--- src/rtl/mc_main_control.sv ---
// Main control FSM of the multicycle processor: sequences fetch, decode,
// execute, memory and writeback, and drives ALU op, datapath enables and
// mux selects. Outputs are decoded from the current state; ir_write and
// pc_write in FETCH are additionally qualified by mem_ready.
module mc_main_control #(
  parameter int unsigned OP_W = 6,
  parameter int unsigned FN_W = 6
) (
  input  logic            clk,
  input  logic            rst_n,
  input  logic [OP_W-1:0] opcode,
  input  logic [FN_W-1:0] funct,
  input  logic            mem_ready,
  output logic [3:0]      alu_ctrl,
  output logic            alu_src_a,
  output logic [1:0]      alu_src_b,
  output logic [1:0]      pc_source,
  output logic            pc_write,
  output logic            pc_write_cond,
  output logic            ir_write,
  output logic            mem_read,
  output logic            mem_write,
  output logic            i_or_d,
  output logic            reg_write,
  output logic            reg_dst,
  output logic            mem_to_reg,
  output logic            flags_write,
  output logic            illegal,
  output logic            halted
);

  localparam logic [OP_W-1:0] OP_RTYPE = OP_W'(6'b000000);
  localparam logic [OP_W-1:0] OP_ADDI  = OP_W'(6'b001000);
  localparam logic [OP_W-1:0] OP_ANDI  = OP_W'(6'b001100);
  localparam logic [OP_W-1:0] OP_LW    = OP_W'(6'b100011);
  localparam logic [OP_W-1:0] OP_SW    = OP_W'(6'b101011);
  localparam logic [OP_W-1:0] OP_BEQ   = OP_W'(6'b000100);
  localparam logic [OP_W-1:0] OP_J     = OP_W'(6'b000010);
  localparam logic [OP_W-1:0] OP_HALT  = OP_W'(6'b111111);

  localparam logic [FN_W-1:0] FN_AND  = FN_W'(6'b100100);
  localparam logic [FN_W-1:0] FN_ADD  = FN_W'(6'b100000);
  localparam logic [FN_W-1:0] FN_SUB  = FN_W'(6'b100010);
  localparam logic [FN_W-1:0] FN_CMP  = FN_W'(6'b101010);
  localparam logic [FN_W-1:0] FN_SLL  = FN_W'(6'b000000);
  localparam logic [FN_W-1:0] FN_SLR  = FN_W'(6'b000010);
  localparam logic [FN_W-1:0] FN_SLLV = FN_W'(6'b000100);
  localparam logic [FN_W-1:0] FN_SLRV = FN_W'(6'b000110);

  localparam logic [3:0] ALU_AND  = 4'b0001;
  localparam logic [3:0] ALU_ADD  = 4'b0010;
  localparam logic [3:0] ALU_SUB  = 4'b0011;
  localparam logic [3:0] ALU_CMP  = 4'b0100;
  localparam logic [3:0] ALU_BEQ  = 4'b0101;
  localparam logic [3:0] ALU_SLL  = 4'b1100;
  localparam logic [3:0] ALU_SLR  = 4'b1101;
  localparam logic [3:0] ALU_SLLV = 4'b1110;
  localparam logic [3:0] ALU_SLRV = 4'b1111;

  typedef enum logic [3:0] {
    S_INIT, S_FETCH, S_DECODE, S_EXEC_R, S_EXEC_I, S_WB_R, S_WB_I,
    S_MEM_ADDR, S_MEM_RD, S_MEM_WR, S_MEM_WB, S_BRANCH, S_JUMP, S_HALT
  } state_t;

  state_t state_q, state_d;

  // State register; reset forces INIT immediately.
  always_ff @(posedge clk or negedge rst_n) begin
    if (!rst_n) state_q <= S_INIT;
    else        state_q <= state_d;
  end

  // Next-state and output decode.
  always_comb begin
    state_d       = S_INIT;
    alu_ctrl      = 4'b0000;
    alu_src_a     = 1'b0;
    alu_src_b     = 2'b00;
    pc_source     = 2'b00;
    pc_write      = 1'b0;
    pc_write_cond = 1'b0;
    ir_write      = 1'b0;
    mem_read      = 1'b0;
    mem_write     = 1'b0;
    i_or_d        = 1'b0;
    reg_write     = 1'b0;
    reg_dst       = 1'b0;
    mem_to_reg    = 1'b0;
    flags_write   = 1'b0;
    illegal       = 1'b0;
    halted        = 1'b0;
    unique case (state_q)
      S_INIT: state_d = S_FETCH;
      S_FETCH: begin
        mem_read  = 1'b1;
        alu_src_b = 2'b01;
        alu_ctrl  = ALU_ADD;
        ir_write  = mem_ready;
        pc_write  = mem_ready;
        state_d   = mem_ready ? S_DECODE : S_FETCH;
      end
      S_DECODE: begin
        alu_src_b = 2'b11;
        alu_ctrl  = ALU_ADD;
        case (opcode)
          OP_RTYPE:        state_d = S_EXEC_R;
          OP_ADDI, OP_ANDI: state_d = S_EXEC_I;
          OP_LW, OP_SW:    state_d = S_MEM_ADDR;
          OP_BEQ:          state_d = S_BRANCH;
          OP_J:            state_d = S_JUMP;
          OP_HALT:         state_d = S_HALT;
          default: begin
            illegal = 1'b1;
            state_d = S_FETCH;
          end
        endcase
      end
      S_EXEC_R: begin
        alu_src_a = 1'b1;
        state_d   = S_WB_R;
        case (funct)
          FN_AND:  alu_ctrl = ALU_AND;
          FN_ADD:  begin alu_ctrl = ALU_ADD; flags_write = 1'b1; end
          FN_SUB:  begin alu_ctrl = ALU_SUB; flags_write = 1'b1; end
          FN_CMP:  begin alu_ctrl = ALU_CMP; flags_write = 1'b1; state_d = S_FETCH; end
          FN_SLL:  alu_ctrl = ALU_SLL;
          FN_SLR:  alu_ctrl = ALU_SLR;
          FN_SLLV: alu_ctrl = ALU_SLLV;
          FN_SLRV: alu_ctrl = ALU_SLRV;
          default: begin
            illegal = 1'b1;
            state_d = S_FETCH;
          end
        endcase
      end
      S_EXEC_I: begin
        alu_src_a = 1'b1;
        alu_src_b = 2'b10;
        if (opcode == OP_ADDI) begin
          alu_ctrl    = ALU_ADD;
          flags_write = 1'b1;
        end else begin
          alu_ctrl    = ALU_AND;
        end
        state_d = S_WB_I;
      end
      S_WB_R: begin
        reg_write = 1'b1;
        reg_dst   = 1'b1;
        state_d   = S_FETCH;
      end
      S_WB_I: begin
        reg_write = 1'b1;
        state_d   = S_FETCH;
      end
      S_MEM_ADDR: begin
        alu_src_a = 1'b1;
        alu_src_b = 2'b10;
        alu_ctrl  = ALU_ADD;
        state_d   = (opcode == OP_LW) ? S_MEM_RD : S_MEM_WR;
      end
      S_MEM_RD: begin
        mem_read = 1'b1;
        i_or_d   = 1'b1;
        state_d  = mem_ready ? S_MEM_WB : S_MEM_RD;
      end
      S_MEM_WR: begin
        mem_write = 1'b1;
        i_or_d    = 1'b1;
        state_d   = mem_ready ? S_FETCH : S_MEM_WR;
      end
      S_MEM_WB: begin
        reg_write  = 1'b1;
        mem_to_reg = 1'b1;
        state_d    = S_FETCH;
      end
      S_BRANCH: begin
        alu_src_a     = 1'b1;
        alu_ctrl      = ALU_BEQ;
        pc_source     = 2'b01;
        pc_write_cond = 1'b1;
        state_d       = S_FETCH;
      end
      S_JUMP: begin
        pc_source = 2'b10;
        pc_write  = 1'b1;
        state_d   = S_FETCH;
      end
      S_HALT: begin
        halted  = 1'b1;
        state_d = S_HALT;
      end
      default: state_d = S_INIT;
    endcase
  end

endmodule

--- config.mk ---
export PLATFORM = sky130hd
export DESIGN_NAME = mc_main_control
export DESIGN_NICKNAME = d
export VERILOG_FILES = /design/src/rtl/mc_main_control.sv
export SDC_FILE = /design/constraint.sdc
export NUM_CORES = 1
export LEC_CHECK = 0
export ABC_AREA = 0
export BUFFER_PORTS_ARGS = -buffer_cell sky130_fd_sc_hd__buf_2
export CAP_MARGIN = 20
export CELL_PAD_IN_SITES_DETAIL_PLACEMENT = 1
export CELL_PAD_IN_SITES_GLOBAL_PLACEMENT = 2
export CORE_MARGIN = 2
export CORE_UTILIZATION = 23
export DETAILED_ROUTE_END_ITERATION = 12
export PLACE_DENSITY_LB_ADDON = 0.1
export SYNTH_ARGS = -nofsm -noshare
export SYNTH_HDL_FRONTEND = slang
export SYNTH_SLANG_ARGS = --single-unit
--- constraint.sdc ---
create_clock -name clk -period 2.56 [get_ports clk]
set_input_delay 0.512 -clock clk [delete_from_list [all_inputs] [get_ports clk]]
set_output_delay 0.512 -clock clk [all_outputs]
set_load 0.02 [all_outputs]
==> flow_metrics.tcl <==
set metrics [dict create \
    slowest_stage "or3b_2" \
    avgViaCountPerCell 4.98 \
    max_freq_mhz 411 \
    tritoncts "built" \
    coreArea_mm2 0.00308 \
    initial_core_util_pct 24.6 \
    top_register "state_q" \
    setup_violations 0 \
    fin_crit_ps 2430 \
    clkLatencyLatePin_ps 230 \
    avgSynthCellArea_um2 6.81 \
    crit_start "opcode[0]" \
    grt_pass1_vias 857 \
    drc_errors 0 \
    r2r-start "state_q[2]$_DFF_PN0_" \
    hold_violations 0 \
    clock_sinks 4 \
    fp.dieW_um 61.3 \
    ys_top_cells_by_area "dfrtp_1 13%, nand2b_1 6.6%, nor2_1 5.0%" \
    finalCritPeriodShare_pct 95.1 \
    reg_top3 "state_q (4)" \
    critPathMaxFanout 8 \
    num_rows 20 \
    worstPathCellList "buf_2 > or3b_2 > nor3_1 > o22ai_1 > or2_1 > buf_2" \
    fin_skew_ps 0.743 \
    crit_path_start_kind "primary input" \
    grt_max_degree 13 \
    clk_pin_slew_ps 40 \
    dieArea_mm2 0.00376 \
    synth_nets 126 \
    path_class "primary input to output pin" \
    drt-pass1-iter-count 4 \
    post_cts_buffers 0 \
    rsz0062_at_grt "no" \
    clkPwrFrac_pct 10.2 \
    finalNetCount 159 \
    hold_path.class "primary input to asynchronous set/reset pin" \
    dr_total_vias 927 \
    ant_nets 0 \
    yosys.cell_types.count 43 \
    globalRouteOverflowTotal 0 \
    postCtsHoldBufs 0 \
    yosys.area_share.adder_pct 0 \
    grtUsageTotal_pct 14.5 \
    syn_inst 111 \
    synth_simple_gate_area_share_pct 42.4 \
    status "complete, no violations" \
    internal_power_uw 357 \
    diodes 0 \
    worst_path_largest_cell_delay_ps 510 \
    peakVddDrop_mv 0.348 \
    synth_xor_area_share_pct 6.95 \
    crit_top_cell "buf_2" \
    antenna_found_initial 0 \
    worst_ep_arrival_time_ps 1920 \
    root_buffer "clkbuf_4" \
    p_comb_share_pct 72.9 \
    synth.largest_area_cell "dfrtp_1" \
    numCtsBuffers 3 \
    ys_warn_count 0 \
    clk_path_buf_depth 2 \
    cp.required_ps 2050 \
    drive_above_1_share_pct 38.7 \
    synth_mux_area_share_pct 1.49 \
    netSwitchingFraction_pct 52.3 \
    tightest_slew_ps 281 \
    layout_common_cells "35 x buf_2, 10 x nor2_1, 9 x nand2_1" \
    switchingPower_uw 391 \
    gp_congestion 0.774 \
    tns_ps 0 \
    power_density_mw_per_mm2 756 \
    wire_per_inst_um 13.2 \
    p_leak_uw 0.000446 \
    synth_top_family_by_area "simple AND/OR/NAND/NOR gates" \
    layout-area-overhead-vs-synth_pct 31.0 \
    cp-end-kind "output pin" \
    die_h_um 61.3 \
    largest_register_ffs 4 \
    wirelength_um 2450 \
    ios 36 \
    drt_iter0_drc 19 \
    synth_top_cell_area_share_pct 13.2 \
    dp_hpwl_um 2010 \
    relSlewSlack_pct 81.0 \
    port_buffers 35 \
    htreeDepth 1 \
    slew_viol_final 0 \
    grt_pass1_wl_um 4150 \
    synth_compound_area_share_pct 26.8 \
    syn_area_um2 756 \
    layout_commonest_cell "buf_2" \
    cts_resized 0 \
    total_power_uw 749 \
    ys_seq_area_share_pct 13.2 \
    power_frac_seq_pct 17.0 \
    maxCapViolCount 0 \
    ys_ff_latch 4 \
]
final timing paths:
path / endpoint / slack, ps / depth (start not counted)
max: alu_ctrl[0] / 130 / 6
min: state_q[2]$_DFF_PN0_ / 80 / 1
max reg2reg: state_q[2]$_DFF_PN0_ / 1020 / 3
min reg2reg: state_q[1]$_DFF_PN0_ / 810 / 2
max in group asynchronous: state_q[1]$_DFF_PN0_ / 2360 / 1
min in group clk: state_q[1]$_DFF_PN0_ / 570 / 2
layer usage:
metal  vias up  share of wire, %  track usage (%)
li1        477                 -                -
met1       428                49             21.2
met2        22                47             22.8
met3         0               4.4             1.26
met4         0                 0             3.73
met5         -                 0                0
Yosys cell counts, drive strengths merged:
cell and count:
a211o 1, a211oi 1, a21o 1, a21oi 4, a221o 1, a41oi 2
and3 1, buf 7, clkbuf 5, dfrtp 4, inv 2, mux2 1
nand2 9, nand2b 8, nand3 3, nand3b 1, nand4 1, nand4b 1
nor2 10, nor2b 2, nor3 7, nor3b 1, nor4 2, o211ai 2
o21ai 2, o221ai 2, o22ai 6, o31ai 2, o32a 1, o32ai 1
o41ai 2, or2 7, or3 1, or3b 1, or4 2, or4b 1
xnor2 4, xor2 2
per-stage QoR:
step	area, µm²	std cells	setup WS (ps)	utilization [%]	hold WS, ps
final	990	186	126	32.2	75.9
after global routing	990	186	26.6	32.2	64.1
after floorplan	756	111	87.5	-	216
after detailed placement	962	183	114	31.3	319
after global placement	962	183	142	31.3	316
after CTS	985	186	73.7	32.0	66.9
critical path, delay by kind of cell:
family / cells / cell delay (ps)
AO/OA/AOI/OAI: 1 / 120
AND/OR/NAND/NOR: 3 / 990
buffers and inverters: 2 / 300
cell families after synthesis:
group	count (synthesis)
compound gates	28
xor+xnor	6
flops	4
simple gates	58
mux	1
buf+inv	14
power groups by stage:
stage,Clock [µW],Sequential (µW),Combinational (µW)
5_1_grt,88.8,132,600
6_report,76.0,127,545
2_1_floorplan,0,86.5,421
4_1_cts,81.0,123,551
3_5_place_dp,0,124,549
3_3_place_gp,0,123,548
cell type report:
class	instances	area, µm²
clock buffer	3	22.5
fill	425	2090
inverter	2	7.51
multi-input combinational	93	589
sequential	4	103
tap	44	55.1
timing repair buffer	40	213
No activity file was read; power rests on OpenSTA's default activity.
